### src/rtl/regfile_writer.sv
// Write-back sequencer: merges ALU and buffered load results onto the
// register file write port and tracks in-flight destinations.
module regfile_writer #(
  parameter int WIDTH = 32,
  parameter int DEPTH = 4
) (
  input  logic             clk,
  input  logic             rst_n,
  input  logic             alu_valid,
  input  logic [4:0]       alu_rd,
  input  logic [WIDTH-1:0] alu_val,
  input  logic             ld_valid,
  output logic             ld_ready,
  input  logic [4:0]       ld_rd,
  input  logic [WIDTH-1:0] ld_val,
  input  logic             iss_valid,
  input  logic [4:0]       iss_rd,
  input  logic [4:0]       rs1_q,
  input  logic [4:0]       rs2_q,
  input  logic [4:0]       rd_q,
  output logic             rs1_busy,
  output logic             rs2_busy,
  output logic             rd_busy,
  output logic             w_enable,
  output logic [4:0]       rd_select,
  output logic [WIDTH-1:0] w_val
);

  localparam int AW = $clog2(DEPTH);
  localparam int CW = $clog2(DEPTH + 1);

  typedef struct packed {
    logic [4:0]       rd;
    logic [WIDTH-1:0] val;
  } wb_t;

  wb_t           mem [DEPTH];
  logic [AW-1:0] wr_ptr;
  logic [AW-1:0] rd_ptr;
  logic [CW-1:0] count;
  logic [31:0]   busy;
  logic [31:0]   busy_nxt;
  logic          push;
  logic          pop;
  logic          sel_vld;
  logic          do_wr;
  wb_t           sel;

  // Full FIFO refuses pushes even while popping.
  assign ld_ready = (count != CW'(DEPTH));
  assign push     = ld_valid && ld_ready;

  always_comb begin
    sel_vld = 1'b0;
    pop     = 1'b0;
    sel     = '0;
    priority case (1'b1)
      alu_valid: begin
        sel_vld = 1'b1;
        sel     = '{rd: alu_rd, val: alu_val};
      end
      (count != '0): begin
        sel_vld = 1'b1;
        pop     = 1'b1;
        sel     = mem[rd_ptr];
      end
      default: ;
    endcase
  end

  assign do_wr = sel_vld && (sel.rd != 5'd0);

  // Set after clear so a new producer supersedes a retiring one.
  always_comb begin
    busy_nxt = busy;
    if (sel_vld)
      busy_nxt[sel.rd] = 1'b0;
    if (iss_valid)
      busy_nxt[iss_rd] = 1'b1;
    busy_nxt[0] = 1'b0;
  end

  always_ff @(posedge clk) begin
    if (push)
      mem[wr_ptr] <= '{rd: ld_rd, val: ld_val};
  end

  always_ff @(posedge clk or negedge rst_n) begin
    if (!rst_n) begin
      wr_ptr    <= '0;
      rd_ptr    <= '0;
      count     <= '0;
      busy      <= '0;
      w_enable  <= 1'b0;
      rd_select <= '0;
      w_val     <= '0;
    end else begin
      if (push)
        wr_ptr <= wr_ptr + AW'(1);
      if (pop)
        rd_ptr <= rd_ptr + AW'(1);
      unique case ({push, pop})
        2'b10:   count <= count + CW'(1);
        2'b01:   count <= count - CW'(1);
        default: ;
      endcase
      busy     <= busy_nxt;
      w_enable <= do_wr;
      if (do_wr) begin
        rd_select <= sel.rd;
        w_val     <= sel.val;
      end
    end
  end

  assign rs1_busy = busy[rs1_q];
  assign rs2_busy = busy[rs2_q];
  assign rd_busy  = busy[rd_q];

endmodule

### config.mk
export PLATFORM = sky130hd
export DESIGN_NAME = regfile_writer
export DESIGN_NICKNAME = d
export VERILOG_FILES = /design/src/rtl/regfile_writer.sv
export SDC_FILE = /design/constraint.sdc
export NUM_CORES = 1
export LEC_CHECK = 0
export ABC_CLOCK_PERIOD_IN_PS = 3600
export CAP_MARGIN = 20
export CORE_ASPECT_RATIO = 0.7
export CORE_MARGIN = 2
export CORE_UTILIZATION = 35
export DETAILED_ROUTE_END_ITERATION = 10
export GPL_TIMING_DRIVEN = 0
export SYNTH_ARGS = -nofsm -noshare
export SYNTH_HDL_FRONTEND = slang
export SYNTH_SLANG_ARGS = --single-unit
### constraint.sdc
create_clock -name clk -period 3.6 [get_ports clk]
set_input_delay 0.72 -clock clk [delete_from_list [all_inputs] [get_ports clk]]
set_output_delay 0.72 -clock clk [all_outputs]
set_load 0.005 [all_outputs]
==> metrics.md, run 1 <==
| Metric | Value |
|---|---|
| Post-synthesis simple-gate area fraction | 6.15% |
| Max-slew violations | 0 |
| Post-CTS setup buffers | 0 |
| Clock Power Share | 27.6% |
| RSZ-0062 raised after global routing | no |
| Mapped Cells | 633 |
| Worst slew pin tran | 0.940 ns |
| Final hold vios | 0 |
| Via density | 5.28 |
| Ys Warns | 0 |
| Htree depth | 1 |
| Largest net degree at the start of global routing | 41 |
| Vias in the first global route | 6487 |
| # nets final | 903 |
| Main combinational cell family by area after synthesis | multiplexers |
| Adder-Cell Fraction of Synth Area | 0.844% |
| Core Rows | 51 |
| Fin area | 12600 sq um |
| Number of CTS-inserted buffers | 24 |
| Delay of the slowest critical-path stage | 0.55 ns |
| Post-DP Area | 11700 sq um |
| Final ANT Viol Nets | 0 |
| Seq pwr share | 40.2% |
| Synth Cell Area | 9790 sq um |
| Detailed Route Iter0 Violations | 503 |
| Die height | 144 microns |
| Post-synthesis sequential area ratio | 64.8% |
| Compound-Gate Fraction of Synth Area | 9.66% |
| Max-Cap Viols | 0 |
| Critical setup path kind | primary input to primary output |
| Net Sw Power | 2.88 mW |
| CTS tree | built |
| Ys flop type | edfxtp_1 |
| CP cell instances | clkbuf_2, mux4_2, mux4_2, mux2_2, clkdlybuf4s50_1 |
| Post-synth EDFFs | 148 |
| HPWL Detailed | 17500 microns |
| Via count | 6271 |
| Maximum clock path buffer count | 3 |
| Comb pwr share | 32.2% |
| Synth top area cells | edfxtp_1 45%, dfrtp_1 19%, mux4_2 15% |
| Buffers on Ports | 134 |
| Post-route DRC | 0 |
| Unique masters post-synth | 50 |
| Peak supply drop | 0.000354 V |
| Wire per inst | 21.1 microns |
| Synth top area share | 45.4% |
| Yosys reg bits | 224 |
| PwrDens | 764 nW/um^2 |
| # IOs | 141 |
| Tot GR Track Use | 17.4% |
| Critical Path Fanout Max | 9 |
| Post-synth top area cell | edfxtp_1 |
| Setup crit end kind | primary output |
| Power Internal | 6.75 mW |
| Initial antenna violation count | 2 |
| CTS sink count | 224 |
| Fin crit share | 96.3% |
| First-pass detailed-route iteration total | 7 |
| Setup Viol. Count Final | 0 |
| Tmin final | 3.47 ns |
| Sw Share | 29.9% |
| Slowest library cell on the worst path | mux4_2 |
| Synth Area in XOR/XNOR | 0.537% |
| Die area | 29300 sq um |
| Area of the multi-input gates | 3240 sq um |
| Util after Layout | 45.6% |
| Syn Area/Cell | 15.5 sq um |
| Clock skew | 0.0152 ns |
| Initial core utilization | 35.4% |
| Crit-path most repeated cell | mux4_2 |
| Crit path DAT | 2.75 ns |
| Setup crit start kind | primary input |
| Lkg Pwr | 4.36 nW |
| Pwr Total | 9.63 mW |
| Clk slew on worst S/H paths | 0.06 ns |
| GR Overflow Total | 0 |
| Hold Crit Class | primary input to async pin |
| First-pass GRT wire length | 38900 microns |
| Worst EP required | 2.88 ns |
| Syn-to-layout area delta | 28.7% |
| Async SR Flop Fraction | 33.9% |
| # fillers | 2408 |
| FMAX | 289 MHz |
| Net Count, Synth | 738 |
| Final RePlAce weighted congestion | 0.832 |
| Status | finished clean |
| Clk_lat worst skew | 0.51 ns |
| Die width | 204 microns |
| CTS root buffer | clkbuf_16 |
| Rel. slew slack | 36.8% |
| Routed wire length | 25100 microns |
| Sequential cell area | 6350 sq um |
| Share of cells above drive strength 1 | 16.8% |
| Post-synthesis mux area share | 15.9% |
| Area of the core | 27600 sq um |
## timing repair
action / CTS / global route
endpoints found under the hold margin: 0 / 0
hold buffers: 0 / 0
resized for setup: 6 / 0
setup endpoints to repair: 3 / 0
## through the flow
stage | TNS (ns) | hold WS [ns] | setup slack (ns) | std cells
2_1_floorplan | 0 | 0.424 | 0.538 | 633
6_report | 0 | 0.193 | 0.135 | 1188
5_1_grt | 0 | 0.221 | 0.0609 | 1187
4_1_cts | 0 | 0.207 | 0.121 | 1187
3_3_place_gp | -105.09 | 0.463 | -1.39 | 1138
3_5_place_dp | -0.319 | 0.469 | -0.121 | 1143
## worst max-delay path, delay by kind of cell
| kind | cells | cell delay, ns |
|---|---|---|
| buf+inv | 2 | 0.73 |
| mux | 3 | 1.29 |
## Yosys cell counts (2+ instances only)
cell type	n
a21o_1	9
a21oi_1	6
a221o_1	2
a22oi_1	32
a31oi_1	9
a32oi_1	3
and2_1	6
and3_1	5
buf_1	2
buf_2	9
clkbuf_1	23
dfrtp_1	76
edfxtp_1	148
ha_1	5
inv_1	11
mux2_2	4
mux2i_1	7
mux4_2	64
nand2_1	54
nand3_1	16
nand3b_1	6
nor2_1	20
nor3_1	2
nor3b_1	2
o211ai_1	9
o21ai_0	61
o21ai_1	10
o221ai_1	2
or2_2	2
or3_1	3
or4b_1	2
xnor2_1	3
xor2_1	3
## worst paths after layout
kind | from | endpoint | slack, ns | cells past startpoint
min | rst_n | busy[6]$_DFF_PN0_ | 0.19 | 1
min reg2reg | w_val[19]$_DFFE_PN0P_ | w_val[19]$_DFFE_PN0P_ | 0.48 | 2
max in group asynchronous | rst_n | w_val[30]$_DFFE_PN0P_ | 2.77 | 2
min in group clk | w_val[19]$_DFFE_PN0P_ | w_val[19]$_DFFE_PN0P_ | 0.48 | 2
max reg2reg | rd_ptr[1]$_DFFE_PN0P_ | w_val[20]$_DFFE_PN0P_ | 0.58 | 6
max | rs2_q[0] | rs2_busy | 0.13 | 5
## cells in the final DEF (no fill, tap or decap), types with 3 or more instances in the layout
master / instances
edfxtp_1: 148
clkdlybuf4s50_1: 133
dfrtp_1: 76
mux4_2: 64
o21ai_0: 61
nand2_1: 54
a22oi_1: 32
clkbuf_16: 27
clkbuf_1: 22
nor2_1: 20
nand3_1: 16
inv_1: 11
o21ai_1: 10
buf_2: 9
a31oi_1: 9
a21o_1: 9
o211ai_1: 9
mux2i_1: 7
nand3b_1: 6
and2_1: 6
clkbuf_2: 6
a21oi_1: 6
ha_1: 5
clkbuf_8: 5
mux2_2: 4
and3_2: 4
clkinv_1: 3
or3_1: 3
a32oi_1: 3
xnor2_1: 3
xor2_1: 3
bufinv_16: 3
buf_12: 3
## power by group through the flow
| stage | combinational (mW) | clock (mW) | sequential [mW] |
|---|---|---|---|
| floorplan | 1.84 | 0 | 3.82 |
| finish | 3.10 | 2.65 | 3.87 |
| CTS | 3.15 | 2.72 | 3.87 |
| global placement | 3.02 | 0 | 3.93 |
| global route | 3.40 | 2.82 | 3.95 |
| detailed placement | 3.14 | 0 | 3.91 |
## routing by layer
metal,vias to the layer above,routed length (microns),global-route usage [%]
met5,-,16,0
met4,2,369,3.34
met3,31,1930,4.06
met2,204,11100,26.3
met1,3183,11700,25.8
li1,2851,-,-
## cells by family after synthesis
kind of cell	after synthesis
and+or+nand+nor	125
DFF	224
buffers and inverters	48
muxes	75
adders and majority gates	6
AOI/OAI and AO/OA	149
xor gates and xnor gates	6
## area by class of cell
cell class	instances	share of cell area (%)
Antenna cell	1	0.0199
Multi-Input combinational cell	361	25.8
Clock inverter	7	0.884
Inverter	12	0.358
Tap cell	371	3.69
Timing Repair Buffer	139	11.5
Buffer	36	1.31
Clock buffer	37	6.06
Sequential cell	224	50.4
## flip-flops by register name, summed over array words and instances (netlist names)
register,count
mem,148
w_val,32
busy,31
rd_select,5
count,3
rd_ptr,2
wr_ptr,2
w_enable,1
Note: power is estimated with default switching activity, not from simulation.
==> run 2, diff against run 1 <==
Settings changed: MAX_ROUTING_LAYER set to met4.
==> metrics.md, run 2 (same netlist as run 1, synthesis figures left out) <==
| Metric | Value |
|---|---|
| Status | finished clean (unchanged) |
| Critical Path Fanout Max | 9 (unchanged) |
| HPWL Detailed | 17500 microns (unchanged) |
| Largest net degree at the start of global routing | 41 (unchanged) |
| GR Overflow Total | 0 (unchanged) |
| Routed wire length | 25100 microns (about the same) |
| Setup crit start kind | primary input (unchanged) |
| Peak supply drop | 0.000352 V (was 0.000354 V) |
| Crit path DAT | 2.75 ns (about the same) |
| Clk_lat worst skew | 0.51 ns (about the same) |
| Biggest register | mem (unchanged) |
| Initial antenna violation count | 2 (unchanged) |
| Delay of the slowest critical-path stage | 0.55 ns (about the same) |
| Via density | 5.26 (was 5.28) |
| Pre-CTS setup slack | -0.121 ns (unchanged) |
| Hold Crit Class | primary input to async pin (unchanged) |
| CP Buf/Inv Count | 2 (unchanged) |
| Die area | 29300 sq um (unchanged) |
| Levels on crit path | 5 (unchanged) |
| CTS sink count | 224 (unchanged) |
| Area of the core | 27600 sq um (unchanged) |
| CTS tree | built (unchanged) |
| Vias in the first global route | 6472 (was 6487) |
| Setup slack after layout | 0.127 ns (was 0.135 ns) |
| Hold buffers post-CTS | 0 (unchanged) |
| Post-route DRC | 0 (unchanged) |
| Fin crit share | 96.5% (was 96.3%) |
| Final TNS setup | 0 ns (unchanged) |
| Buffers on Ports | 134 (unchanged) |
| Pwr Total | 9.63 mW (about the same) |
| # fillers | 2408 (unchanged) |
| PwrDens | 764 nW/um^2 (about the same) |
| Post-DP Area | 11700 sq um (unchanged) |
| Via count | 6251 (was 6271) |
| RSZ-0062 raised after global routing | no (unchanged) |
| Post-CTS setup buffers | 0 (unchanged) |
| FMAX | 288 MHz (was 289 MHz) |
| # IOs | 141 (unchanged) |
| R2R depth | 6 (unchanged) |
| Tmin final | 3.47 ns (about the same) |
| Rel. slew slack | 36.3% (was 36.8%) |
| Max-slew violations | 0 (unchanged) |
| Wire per inst | 21.1 microns (about the same) |
| Detailed Route Iter0 Violations | 451 (was 503) |
| Critical setup path kind | primary input to primary output (unchanged) |
| Lkg Pwr | 4.36 nW (about the same) |
| Setup crit end kind | primary output (unchanged) |
| Final RePlAce weighted congestion | 0.845 (was 0.832) |
| Util after Layout | 45.6% (about the same) |
| Core Rows | 51 (unchanged) |
| Maximum clock path buffer count | 3 (unchanged) |
| Tot GR Track Use | 18.0% (was 17.4%) |
| Slowest library cell on the worst path | mux4_2 (unchanged) |
| Sequential cell area | 6350 sq um (unchanged) |
| Cell family with most CP delay | multiplexers (unchanged) |
| Clock skew | 0.0162 ns (was 0.0152 ns) |
| Share of cells above drive strength 1 | 16.8% (unchanged) |
| CTS root buffer | clkbuf_16 (unchanged) |
| Fin area | 12600 sq um (about the same) |
| Die width | 204 microns (unchanged) |
| Clk slew on worst S/H paths | 0.06 ns (about the same) |
| Worst slew pin tran | 0.949 ns (was 0.940 ns) |
| Crit-path most repeated cell | mux4_2 (unchanged) |
| Final ANT Viol Nets | 0 (unchanged) |
| Die height | 144 microns (unchanged) |
| Worst EP required | 2.88 ns (about the same) |
| Setup Viol. Count Final | 0 (unchanged) |
| First-pass detailed-route iteration total | 5 (was 7) |
| Commonest non-fill, non-tap cell in the layout | edfxtp_1 (unchanged) |
| # nets final | 903 (unchanged) |
| Syn-to-layout area delta | 28.7% (about the same) |
| Number of CTS-inserted buffers | 24 (unchanged) |
| Largest registers | mem: 148 flops, w_val: 32 flops, busy: 31 flops (unchanged) |
| Commonest cells after routing, fill and taps aside | 148 x edfxtp_1, 133 x clkdlybuf4s50_1, 76 x dfrtp_1 (unchanged) |
| Htree depth | 1 (unchanged) |
| Initial core utilization | 35.4% (unchanged) |
| Max reg flops | 148 (unchanged) |
| Area of the multi-input gates | 3240 sq um (unchanged) |
| First-pass GRT wire length | 39000 microns (was 38900 microns) |
| Final hold vios | 0 (unchanged) |
| CP cell instances | clkbuf_2, mux4_2, mux4_2, mux2_2, clkdlybuf4s50_1 (unchanged) |
| Max-Cap Viols | 0 (unchanged) |
[run 2: changes by cell type in the layout (fill, tap and decap cells not counted), sizes merged]
cell,previous run,this run
diode,1,2
[run 2: power by group]
part           internal (mW)  total (mW)  switching [mW]
clock network           1.67        2.65           0.978
logic                   1.59        3.10            1.52
registers               3.49        3.87           0.383
total                   6.75        9.63            2.88
[run 2: per-layer routing]
| layer | part of all wire, % | global-route usage [%] | routed length (microns) | vias to the layer above |
|---|---|---|---|---|
| met3 | 6.9 | 3.72 | 1720 | 26 |
| met4 | 1.4 | 3.34 | 345 | 0 |
| met5 | 0 | - | 0 | - |
| li1 | - | - | - | 2857 |
| met1 | 47 | 26.0 | 11900 | 3169 |
| met2 | 44 | 26.4 | 11100 | 199 |
[run 2: metrics by stage]
step                std cells  hold WS (ns)
finish                   1189         0.188
global route             1189         0.221
CTS                      1187         0.207
detailed placement       1143         0.469
global placement         1138         0.463
floorplan                 633         0.424
[run 2: layout make-up]
class	instances	share of cell area, %
diodes	2	0.0397
plain buffers	36	1.31
clock buffers	37	6.06
clock inverters	7	0.884
inverters	12	0.358
multi-input cells	361	25.8
flip-flops and latches	224	50.4
well taps	371	3.68
repair buffers	139	11.5
[run 2: path summary, 6_finish.rpt]
| path | start | end | slack (ns) |
|---|---|---|---|
| min in group clk | w_val[19]$_DFFE_PN0P_ | w_val[19]$_DFFE_PN0P_ | 0.48 |
| max in group asynchronous | rst_n | w_val[30]$_DFFE_PN0P_ | 2.78 |
| worst min register to register | w_val[19]$_DFFE_PN0P_ | w_val[19]$_DFFE_PN0P_ | 0.48 |
| worst max-delay path | rs2_q[0] | rs2_busy | 0.13 |
| worst max register to register | rd_ptr[1]$_DFFE_PN0P_ | w_val[20]$_DFFE_PN0P_ | 0.57 |
| worst min-delay path | rst_n | busy[6]$_DFF_PN0_ | 0.19 |
[run 2: worst reg2reg max path, cell delays in order, from the launching register on]
cell      delay, ns
dfrtp_1        0.46
clkbuf_1       0.49
mux4_2         0.44
or3_1          0.45
o31ai_4        0.37
clkbuf_1       0.47
o21ai_0        0.19
[run 2: repair_timing]
item | in CTS | in global routing
setup endpoints to repair | 3 | 0
gates resized for setup | 6 | 0
hold endpoints to repair | 0 | 0
